==> src/rtl/piso_serializer.sv <==
// Double-buffered parallel-in/serial-out stage: WIDTH-bit words in over valid/ready, MSB first out.
// Optional macro PISO_PARITY_EN appends an even-parity bit after each word.
module piso_serializer #(
    parameter int unsigned WIDTH    = 8,
    parameter logic        IDLE_BIT = 1'b0
) (
    input  logic             clk,
    input  logic             reset,
    input  logic [WIDTH-1:0] din,
    input  logic             din_valid,
    output logic             din_ready,
    output logic             sout,
    output logic             sout_valid,
    output logic             word_done,
    output logic             busy
);

    localparam int unsigned CNT_W = $clog2(WIDTH + 1);
`ifdef PISO_PARITY_EN
    localparam int unsigned LAST = WIDTH;
`else
    localparam int unsigned LAST = WIDTH - 1;
`endif
    localparam logic [CNT_W-1:0] LAST_CNT = CNT_W'(LAST);

    if (WIDTH < 2 || WIDTH > 32) begin : g_width_check
        $error("piso_serializer: WIDTH must be in 2..32");
    end

    typedef enum logic {
        StIdle,
        StShift
    } state_t;

    state_t           state_q;
    logic [CNT_W-1:0] cnt_q;
    logic [WIDTH-1:0] shreg_q;
    logic [WIDTH-1:0] hold_q;
    logic             hold_full_q;
    logic             sout_q;
    logic             sout_valid_q;
    logic             word_done_q;
`ifdef PISO_PARITY_EN
    logic             par_q;
`endif

    logic             transfer;
    logic             last_bit;
    logic             load_from_hold;
    logic             load_direct;
    logic             hold_wr;
    logic [WIDTH-1:0] load_word;

    always_comb begin
        transfer       = din_valid && din_ready;
        last_bit       = (state_q == StShift) && (cnt_q == LAST_CNT);
        load_from_hold = last_bit && hold_full_q;
        load_direct    = ((state_q == StIdle) && transfer) ||
                         (last_bit && !hold_full_q && transfer);
        // A transfer not consumed by the shifter this edge always lands in hold.
        hold_wr        = transfer && !load_direct;
        load_word      = load_from_hold ? hold_q : din;
    end

    always_ff @(posedge clk) begin
        if (reset) begin
            state_q      <= StIdle;
            cnt_q        <= '0;
            shreg_q      <= '0;
            hold_q       <= '0;
            hold_full_q  <= 1'b0;
            sout_q       <= IDLE_BIT;
            sout_valid_q <= 1'b0;
            word_done_q  <= 1'b0;
`ifdef PISO_PARITY_EN
            par_q        <= 1'b0;
`endif
        end else begin
            if (load_from_hold || load_direct) begin
                state_q      <= StShift;
                cnt_q        <= '0;
                sout_q       <= load_word[WIDTH-1];
                shreg_q      <= {load_word[WIDTH-2:0], 1'b0};
                sout_valid_q <= 1'b1;
                word_done_q  <= 1'b0;
`ifdef PISO_PARITY_EN
                par_q        <= ^load_word;
`endif
            end else if (last_bit) begin
                state_q      <= StIdle;
                cnt_q        <= '0;
                sout_q       <= IDLE_BIT;
                sout_valid_q <= 1'b0;
                word_done_q  <= 1'b0;
            end else if (state_q == StShift) begin
                cnt_q       <= cnt_q + CNT_W'(1);
                shreg_q     <= {shreg_q[WIDTH-2:0], 1'b0};
                word_done_q <= ((cnt_q + CNT_W'(1)) == LAST_CNT);
`ifdef PISO_PARITY_EN
                sout_q      <= (cnt_q == CNT_W'(WIDTH - 1)) ? par_q : shreg_q[WIDTH-1];
`else
                sout_q      <= shreg_q[WIDTH-1];
`endif
            end

            if (hold_wr) begin
                hold_q      <= din;
                hold_full_q <= 1'b1;
            end else if (load_from_hold) begin
                hold_full_q <= 1'b0;
            end
        end
    end

    assign din_ready  = !hold_full_q;
    assign busy       = (state_q == StShift) || hold_full_q;
    assign sout       = sout_q;
    assign sout_valid = sout_valid_q;
    assign word_done  = word_done_q;

endmodule
==> config.mk <==
export PLATFORM = sky130hd
export DESIGN_NAME = piso_serializer
export DESIGN_NICKNAME = d
export VERILOG_FILES = /design/src/rtl/piso_serializer.sv
export SDC_FILE = /design/constraint.sdc
export NUM_CORES = 1
export LEC_CHECK = 0
export CORE_ASPECT_RATIO = 1.1
export CORE_MARGIN = 1.5
export CORE_UTILIZATION = 54
export DETAILED_ROUTE_END_ITERATION = 10
export PLACE_DENSITY = 0.77
export SLEW_MARGIN = 10
export SYNTH_ARGS = -nofsm -noshare
export SYNTH_HDL_FRONTEND = slang
export SYNTH_SLANG_ARGS = --single-unit
==> constraint.sdc <==
create_clock -name clk -period 1.9 [get_ports clk]
set_input_delay 0.19 -clock clk [delete_from_list [all_inputs] [get_ports clk]]
set_output_delay 0.19 -clock clk [all_outputs]
set_load 0.05 [all_outputs]
==> flow_summary.json, run 1 <==
{
  "timing.hold.worst.class": "in -> reg",
  "timing.max_cap.violations": 0,
  "placedCellCount": 183,
  "io_buffer_count": 15,
  "fin_cells": 187,
  "critical_path.startpoint_type": "flip-flop",
  "mapped_avg_cell_area_um2": 9.14,
  "route.antenna.remaining_nets": 0,
  "crit_buf_inv": 2,
  "insertedDiodeCount": 0,
  "timing.max_slew.rel_slack": 0.646,
  "final_hold_viol_count": 0,
  "clock_path_buffers": 2,
  "global_route_wire_length_before_repair_um": 4280,
  "peakVddDrop_mv": 0.515,
  "worst-endpoint-required_ps": 1710,
  "rsz_0062_raised_after_global_routing": "false",
  "tritoncts": "yes",
  "core_area_um2": 2250,
  "path_max_fanout": 11,
  "vias": 1063,
  "final_nets": 171,
  "htreeDepth": 1,
  "grt_start_max_net_pins": 17,
  "synth_register_bits": 23,
  "finalWorstPathRequiredPeriod_ps": 1740,
  "insertion_delay_ps": 320,
  "warning_count_from_the_yosys_run": 0,
  "clkSinkCount": 23,
  "groute.usage.overall": 0.213,
  "timing_worst_slew_pin_value_ps": 531,
  "drv_slew": 0,
  "routed_wirelength_um": 2560,
  "synth_edf_count": 0,
  "worst-endpoint-arrival_ps": 1550,
  "synthToLayoutAreaGrowth_pct": 18.0,
  "status": "complete, no violations",
  "post-dp-hpwl_um": 1870,
  "cts_root_buffer_type": "clkbuf_4",
  "mappedNetlistArea_um2": 1280,
  "critical-path-top-delay-family": "flip-flops",
  "setup-violations-final": 0,
  "final_layout_size_suffix_gt1_frac": 0.191,
  "synth_ff_type": "dfxtp_1",
  "initial_core_util": 0.568,
  "mappedNetlistNets": 153,
  "cts.reportedPaths.clkPinSlew_ps": 120,
  "power.density_cell_area_nw_per_um2": 688,
  "layout.cells.most_common_list": "dfxtp_1 (23), nor2_1 (12), clkdlybuf4s50_1 (12), mux2i_1 (9), buf_4 (9)",
  "synthCells": 140,
  "clock_skew_ps": 3.91,
  "globalplace.congestion": 0.756,
  "dieArea_um2": 2670,
  "drt-vias-per-instance": 5.68,
  "tritoncts.num_buffers": 3,
  "crit_slowest_cell": "dfxtp_1",
  "antenna_found_initial": 0,
  "floorplan_die_width_um": 49.4,
  "drt_pass1_iterations": 4,
  "critical_path.cell_chain": "buf_4 > or2_2 > buf_12",
  "leakagePower_nw": 0.611,
  "cpPeakStageDelay_ps": 500,
  "worstSetupEndpointType": "primary output",
  "core.rowCount": 18,
  "synth_async_sr_flop_share": 0,
  "setup_tns_ps": 0,
  "fmax_ghz": 0.576,
  "finalCritPeriodShare": 0.914,
  "grt_pass1_vias": 1002,
  "synth_sequential_area_ratio": 0.360,
  "grt-ovfl-total": 0,
  "cts_hold_buffers": 0,
  "design.portCount": 16,
  "drt_drc_violations_left": 0,
  "avgRoutedWirePerCell_um": 13.7,
  "synth_cell_type_count": 41,
  "drt-initial-drc-count": 16,
  "setup.worst_path.class": "reg -> out",
  "layout_commonest_cell": "dfxtp_1",
  "dieHeight_um": 54.1
}
per-layer routing:
| metal | global-route usage | wire length, µm | up-vias |
|---|---|---|---|
| li1 | - | - | 533 |
| met1 | 0.223 | 1180 | 514 |
| met2 | 0.430 | 1290 | 11 |
| met3 | 0.0333 | 53 | 5 |
| met4 | 0.0880 | 40 | 0 |
| met5 | 0 | 0 | - |
report_power, final:
group          switching [mW]  internal [mW]  leakage [nW]
Combinational           0.129          0.135         0.407
Sequential             0.0302          0.513         0.188
Clock                   0.149         0.0823        0.0150
metrics by stage:
step | worst slack [ps] | hold slack (ps) | instance area, µm² | util | total power [mW]
after floorplan | 231 | 334 | 1280 | - | 0.733
after global routing | 22.1 | 501 | 1510 | 0.671 | 1.08
after detailed placement | 148 | 490 | 1480 | 0.657 | 0.818
final | 164 | 477 | 1510 | 0.671 | 1.04
after CTS | 105 | 471 | 1510 | 0.668 | 1.04
after global placement | 168 | 471 | 1480 | 0.657 | 0.812
cells in the mapped netlist, types with 2 or more instances:
master    number  area share
a211oi_1       5       0.029
buf_4          4       0.023
clkbuf_1       2      0.0059
a21oi_1        3       0.012
mux2_4         5       0.059
o22ai_1        5       0.024
o21ai_1        2      0.0078
a21oi_2        2       0.014
mux2i_1        9       0.070
buf_6          2       0.018
dfxtp_1       23        0.36
nand4_1        3       0.015
xor2_1         2       0.014
inv_1          7       0.021
a31oi_1        6       0.029
o21ai_0        6       0.023
ha_1           2       0.020
nor2b_1        4       0.020
nor2_1        12       0.035
nor3_1         6       0.023
buf_2          3       0.012
nand2_1        3      0.0088
nand2b_1       6       0.029
worst paths after layout:
path | slack, ps | depth (start not counted) | from | endpoint
worst max-delay path | 160 | 3 | sout_valid | busy
worst min-delay path | 480 | 3 | din[7] | sout
worst max register to register | 180 | 5 | cnt_q[1] | shreg_q[7]
worst min register to register | 500 | 2 | hold_q[0] | shreg_q[1]
cell families after synthesis:
family / after synthesis / synth area share
adder cells (fa/ha/maj): 2 / 0.0195
AO/OA/AOI/OAI: 36 / 0.194
flip-flops: 23 / 0.360
buffers and inverters: 18 / 0.0792
AND/OR/NAND/NOR: 44 / 0.198
multiplexers: 14 / 0.129
XOR/XNOR: 3 / 0.0205
flip-flops by register name, summed over array words and instances, names as in the netlist:
signal and flops:
hold_q 8, hold_full_q 1, sout 1, shreg_q 7, word_done 1, sout_valid 1
cnt_q 4
area by class of cell:
cell class	instances	area [µm²]
sequential	23	460
fill	200	742
multi-input combinational	99	723
tap	30	37.5
inverter	7	26.3
timing repair buffer	24	236
clock buffer	4	26.3
worst register-to-register path, cell delays in order (launching register included):
cell and delay [ps]:
dfxtp_1 450, ha_1 280, nand3b_1 250, o21ai_2 270, nor3b_1 270, a2111oi_2 80
what timing repair did:
action | 4_1_cts | 5_1_grt
cloned | 0 | 0
setup endpoints to repair | 1 | 2
buffers inserted | 0 | 0
resized for setup | 1 | 2
endpoints found under the hold margin | 0 | 0
No activity file was read; power rests on OpenSTA's default activity.
==> run 2, diff against run 1 <==
CORE_UTILIZATION = 57   (was 54)
CTS_BUF_LIST = sky130_fd_sc_hd__clkbuf_8   (was unset)
PLACE_DENSITY = 0.81   (was 0.77)
==> flow_summary.json, run 2 (synthesis gave the netlist of run 1 again) <==
{
  "status": "complete, no violations",
  "clock_path_buffers": 2,
  "timing_worst_slew_pin_value_ps": 492,
  "dieHeight_um": 52.7,
  "design.portCount": 16,
  "grt_util_met1": 0.288,
  "worst-endpoint-required_ps": 2060,
  "drt_pass1_iterations": 4,
  "antenna_found_initial": 0,
  "floorplan_die_width_um": 48.2,
  "timing.hold.worst.class": "reg -> reg",
  "vias": 1053,
  "use_met2": 0.430,
  "worst_r2r_startpoint": "cnt_q[1]",
  "insertion_delay_ps": 270,
  "setup.worst_path.start": "cnt_q[1]",
  "timing.max_slew.rel_slack": 0.671,
  "drv_slew": 0,
  "leakagePower_nw": 0.605,
  "global_route.peak_usage_layer": "met2",
  "timing.max_cap.violations": 0,
  "drt_drc_violations_left": 0,
  "layout_commonest_cell": "dfxtp_1",
  "globalplace.congestion": 0.766,
  "htreeDepth": 1,
  "route.antenna.remaining_nets": 0,
  "grt_pass1_vias": 988,
  "clkSinkCount": 23,
  "insertedDiodeCount": 0,
  "final_layout_size_suffix_gt1_frac": 0.176,
  "total_power_mw": 1.12,
  "path_max_fanout": 8,
  "grt_start_max_net_pins": 29,
  "post-dp-hpwl_um": 1860,
  "grt_util_met3": 0.0414,
  "largest_register_ffs": 8,
  "fmax_ghz": 0.572,
  "finalCritPeriodShare": 0.920,
  "n_fill_cell": 165,
  "tritoncts": "yes",
  "rsz_0062_raised_after_global_routing": "false",
  "clock_skew_ps": 8.66,
  "critical_path.startpoint_type": "flip-flop",
  "core_area_um2": 2060,
  "post_cts.resized_instances": 0,
  "global_route_wire_length_before_repair_um": 4420,
  "core.rowCount": 17,
  "place_ws_ps": 79.8,
  "tritoncts.num_buffers": 3,
  "io_buffer_count": 15,
  "worst-r2r-cell-count": 5,
  "final_hold_viol_count": 0,
  "synthToLayoutAreaGrowth_pct": 18.6,
  "grt-ovfl-total": 0,
  "largest_registers": "hold_q (8), shreg_q (7), cnt_q (4)",
  "setup_tns_ps": 0,
  "dieArea_um2": 2540,
  "layout.core_utilization": 0.736,
  "drt-initial-drc-count": 19,
  "postCtsSetupRepairBufs": 0,
  "worstSetupEndpointType": "flip-flop",
  "cp-endpoint": "hold_q[6]",
  "postLayoutCellArea_um2": 1520,
  "cts_hold_buffers": 0,
  "setup_slack_on_the_worst_flop_to_flop_path_ps": 150,
  "drt-vias-per-instance": 5.82,
  "initial_core_util": 0.620,
  "cts.reportedPaths.clkPinSlew_ps": 90,
  "power.density_cell_area_nw_per_um2": 741,
  "cts_root_buffer_type": "clkbuf_8",
  "groute.usage.overall": 0.243,
  "peakVddDrop_mv": 0.500,
  "timing.final.ws_setup_ps": 153,
  "routed_wirelength_um": 2680,
  "timing.rr.end": "hold_q[6]",
  "final_nets": 167,
  "setup-violations-final": 0,
  "worst-endpoint-arrival_ps": 1910,
  "regMostFlops": "hold_q",
  "layout.cells.most_common_list": "dfxtp_1 (23), clkdlybuf4s50_1 (13), nor2_1 (12), mux2i_1 (9), inv_1 (7)",
  "post_dp_cell_area_um2": 1460,
  "setup.worst_path.class": "reg -> reg",
  "avgRoutedWirePerCell_um": 14.8,
  "finalWorstPathRequiredPeriod_ps": 1750
}
-- run 2: cell count changes in the layout (fill, tap and decap cells not counted), sizes merged --
cell,previous run,this run
buf,11,7
dlygate4sd2,1,0
clkdlybuf4s50,12,13
clkinvlp,0,1
clkbuf,4,3
-- run 2: worst min-delay path by stage --
stage | from | to | slack, ps | cells after the start
floorplan | din[0] | hold_q[0] | 330 | 2
global placement | hold_q[1] | hold_q[1] | 480 | 2
detailed placement | hold_q[6] | hold_q[6] | 490 | 2
CTS | hold_q[0] | shreg_q[1] | 510 | 2
global route | hold_q[3] | hold_q[3] | 530 | 2
finish | hold_q[4] | hold_q[4] | 510 | 2
-- run 2: power breakdown --
group	switching, mW	internal (mW)
Combinational	0.136	0.135
Sequential	0.0289	0.512
Clock	0.164	0.148
-- run 2: metal layers --
metal	vias to the layer above	part of all wire
met5	-	0
met4	0	0.0034
met3	2	0.020
met2	13	0.53
met1	515	0.45
li1	523	-
-- run 2: critical path: stages, from the launching register on --
cell      delay (ps)
dfxtp_1          460
ha_1             290
nand3b_1         250
nand3_2          320
mux2i_1          260
nor2_1            60
-- run 2: area by class of cell --
class	instances	area, µm²	area share
Clock buffer	3	41.3	0.0272
Timing Repair Buffer	20	220	0.145
Tap cell	28	35.0	0.0231
Clock inverter	1	7.51	0.00495
Sequential cell	23	460	0.303
Inverter	7	26.3	0.0173
Multi-Input combinational cell	99	727	0.479
-- run 2: per-stage QoR --
step,hold WS (ps),cells
after CTS,506,181
after floorplan,334,140
after global routing,533,181
final,512,181
after global placement,477,177
after detailed placement,486,177
==> run 3, diff against run 2 <==
CORE_ASPECT_RATIO = 1.4   (was 1.1)
CORE_UTILIZATION = 30   (was 57)
PLACE_DENSITY = 0.47   (was 0.81)
==> flow_summary.json, run 3 (synthesis gave the netlist of run 1 again) <==
{
  "setup-violations-final": 0,
  "leakagePower_nw": 0.624,
  "timing.max_cap.violations": 0,
  "path_max_fanout": 9,
  "drt-vias-per-instance": 5.26,
  "fmax_ghz": 0.553,
  "tritoncts": "yes",
  "final_layout_size_suffix_gt1_frac": 0.179,
  "worst-endpoint-arrival_ps": 1620,
  "finalCritPeriodShare": 0.952,
  "core.rowCount": 27,
  "core_area_um2": 4020,
  "grt_pass1_vias": 1044,
  "drt-initial-drc-count": 59,
  "power.density_cell_area_nw_per_um2": 722,
  "peakVddDrop_mv": 0.320,
  "drt_drc_violations_left": 1,
  "design.portCount": 16,
  "post_dp_cell_area_um2": 1500,
  "postLayoutCellArea_um2": 1550,
  "crit_slowest_cell": "clkdlybuf4s50_1",
  "status": "finished with violations",
  "clock_path_buffers": 2,
  "floorplan_die_width_um": 58.2,
  "critical_path.startpoint_type": "flip-flop",
  "critical_path.cell_chain": "inv_1 > clkdlybuf4s50_1",
  "finalWorstPathRequiredPeriod_ps": 1810,
  "largest_registers": "hold_q (8), shreg_q (7), cnt_q (4)",
  "dieArea_um2": 4670,
  "antenna_found_initial": 0,
  "grt-ovfl-total": 0,
  "failed_checks": "design-rule violations",
  "cts.reportedPaths.clkPinSlew_ps": 90,
  "regMostFlops": "hold_q",
  "dieHeight_um": 80.3,
  "htreeDepth": 1,
  "insertedDiodeCount": 0,
  "setup_tns_ps": 0,
  "fin_cells": 199,
  "synthToLayoutAreaGrowth_pct": 21.1,
  "drv_slew": 0,
  "post-dp-hpwl_um": 2070,
  "layout_commonest_cell": "dfxtp_1",
  "clock_skew_ps": 5.27,
  "vias": 1046,
  "largest_register_ffs": 8,
  "layout.cells.most_common_list": "dfxtp_1 (23), clkdlybuf4s50_1 (13), nor2_1 (12), mux2i_1 (9), inv_1 (8)",
  "global_route_wire_length_before_repair_um": 5090,
  "route.antenna.remaining_nets": 0,
  "initial_core_util": 0.318,
  "globalplace.congestion": 0.779,
  "groute.usage.overall": 0.140,
  "cts_root_buffer_type": "clkbuf_8",
  "clkSinkCount": 23,
  "timing_worst_slew_pin_value_ps": 565,
  "worst-endpoint-required_ps": 1710,
  "cpPeakStageDelay_ps": 710,
  "final_nets": 170,
  "avgRoutedWirePerCell_um": 14.8,
  "rsz_0062_raised_after_global_routing": "false",
  "worstSetupEndpointType": "primary output",
  "final_hold_viol_count": 0,
  "io_buffer_count": 15,
  "tritoncts.num_buffers": 3,
  "timing.max_slew.rel_slack": 0.623,
  "timing.hold.worst.class": "reg -> reg",
  "routed_wirelength_um": 2940,
  "insertion_delay_ps": 270,
  "grt_start_max_net_pins": 25,
  "drt_pass1_iterations": 7,
  "placedCellCount": 195,
  "setup_slack_on_the_worst_flop_to_flop_path_ps": 180,
  "setup.worst_path.class": "reg -> out"
}
-- run 3: changes by cell type in the layout (fill, tap and decap cells not counted), sizes merged --
| cell | before | now |
|---|---|---|
| inv | 7 | 8 |
| clkinvlp | 1 | 0 |
| buf | 7 | 10 |
-- run 3: through the flow --
step / hold slack (ps) / total power [mW] / utilization / worst slack (ps)
floorplan: 334 / 0.733 / - / 231
global placement: 470 / 0.821 / 0.373 / 152
detailed placement: 486 / 0.824 / 0.373 / 128
CTS: 504 / 1.13 / 0.385 / 100
global route: 527 / 1.19 / 0.386 / 17.8
finish: 498 / 1.12 / 0.386 / 90.9
-- run 3: cell type report --
type                       instances  area (µm²)
clock buffer                       3        41.3
clock inverter                     1        3.75
fill                             415        2470
inverter                           7        26.3
multi-input combinational         99         722
sequential                        23         460
tap                               43        53.8
timing repair buffer              23         243
-- run 3: where the power goes --
group | switching (mW) | leakage, nW | internal (mW) | total, mW
Sequential | 0.0311 | 0.188 | 0.512 | 0.543
Combinational | 0.131 | 0.408 | 0.137 | 0.269
Clock | 0.163 | 0.0269 | 0.145 | 0.307
Total | 0.325 | 0.624 | 0.794 | 1.12
-- run 3: critical path: cells and delay by family, from the launching register on --
kind     cells  cell delay, ps
flops        1             530
buf+inv      2             820
-- run 3: path summary, 6_finish.rpt --
| kind | from | endpoint | cells past startpoint |
|---|---|---|---|
| max | hold_full_q | din_ready | 2 |
| min reg2reg | hold_q[6] | hold_q[6] | 2 |
| max reg2reg | cnt_q[0] | shreg_q[7] | 5 |
| min | hold_q[6] | hold_q[6] | 2 |
-- run 3: timing repair --
| item | in CTS | in global routing |
|---|---|---|
| hold buffers | 0 | 0 |
| setup endpoints to repair | 0 | 1 |
| setup buffers | 0 | 0 |
| resized for setup | 0 | 1 |
-- run 3: metal layers --
metal	global-route usage	up-vias	part of all wire
li1	-	534	-
met1	0.173	497	0.47
met2	0.243	10	0.50
met3	0.0209	5	0.020
met4	0.0465	0	0.013
met5	0	-	0
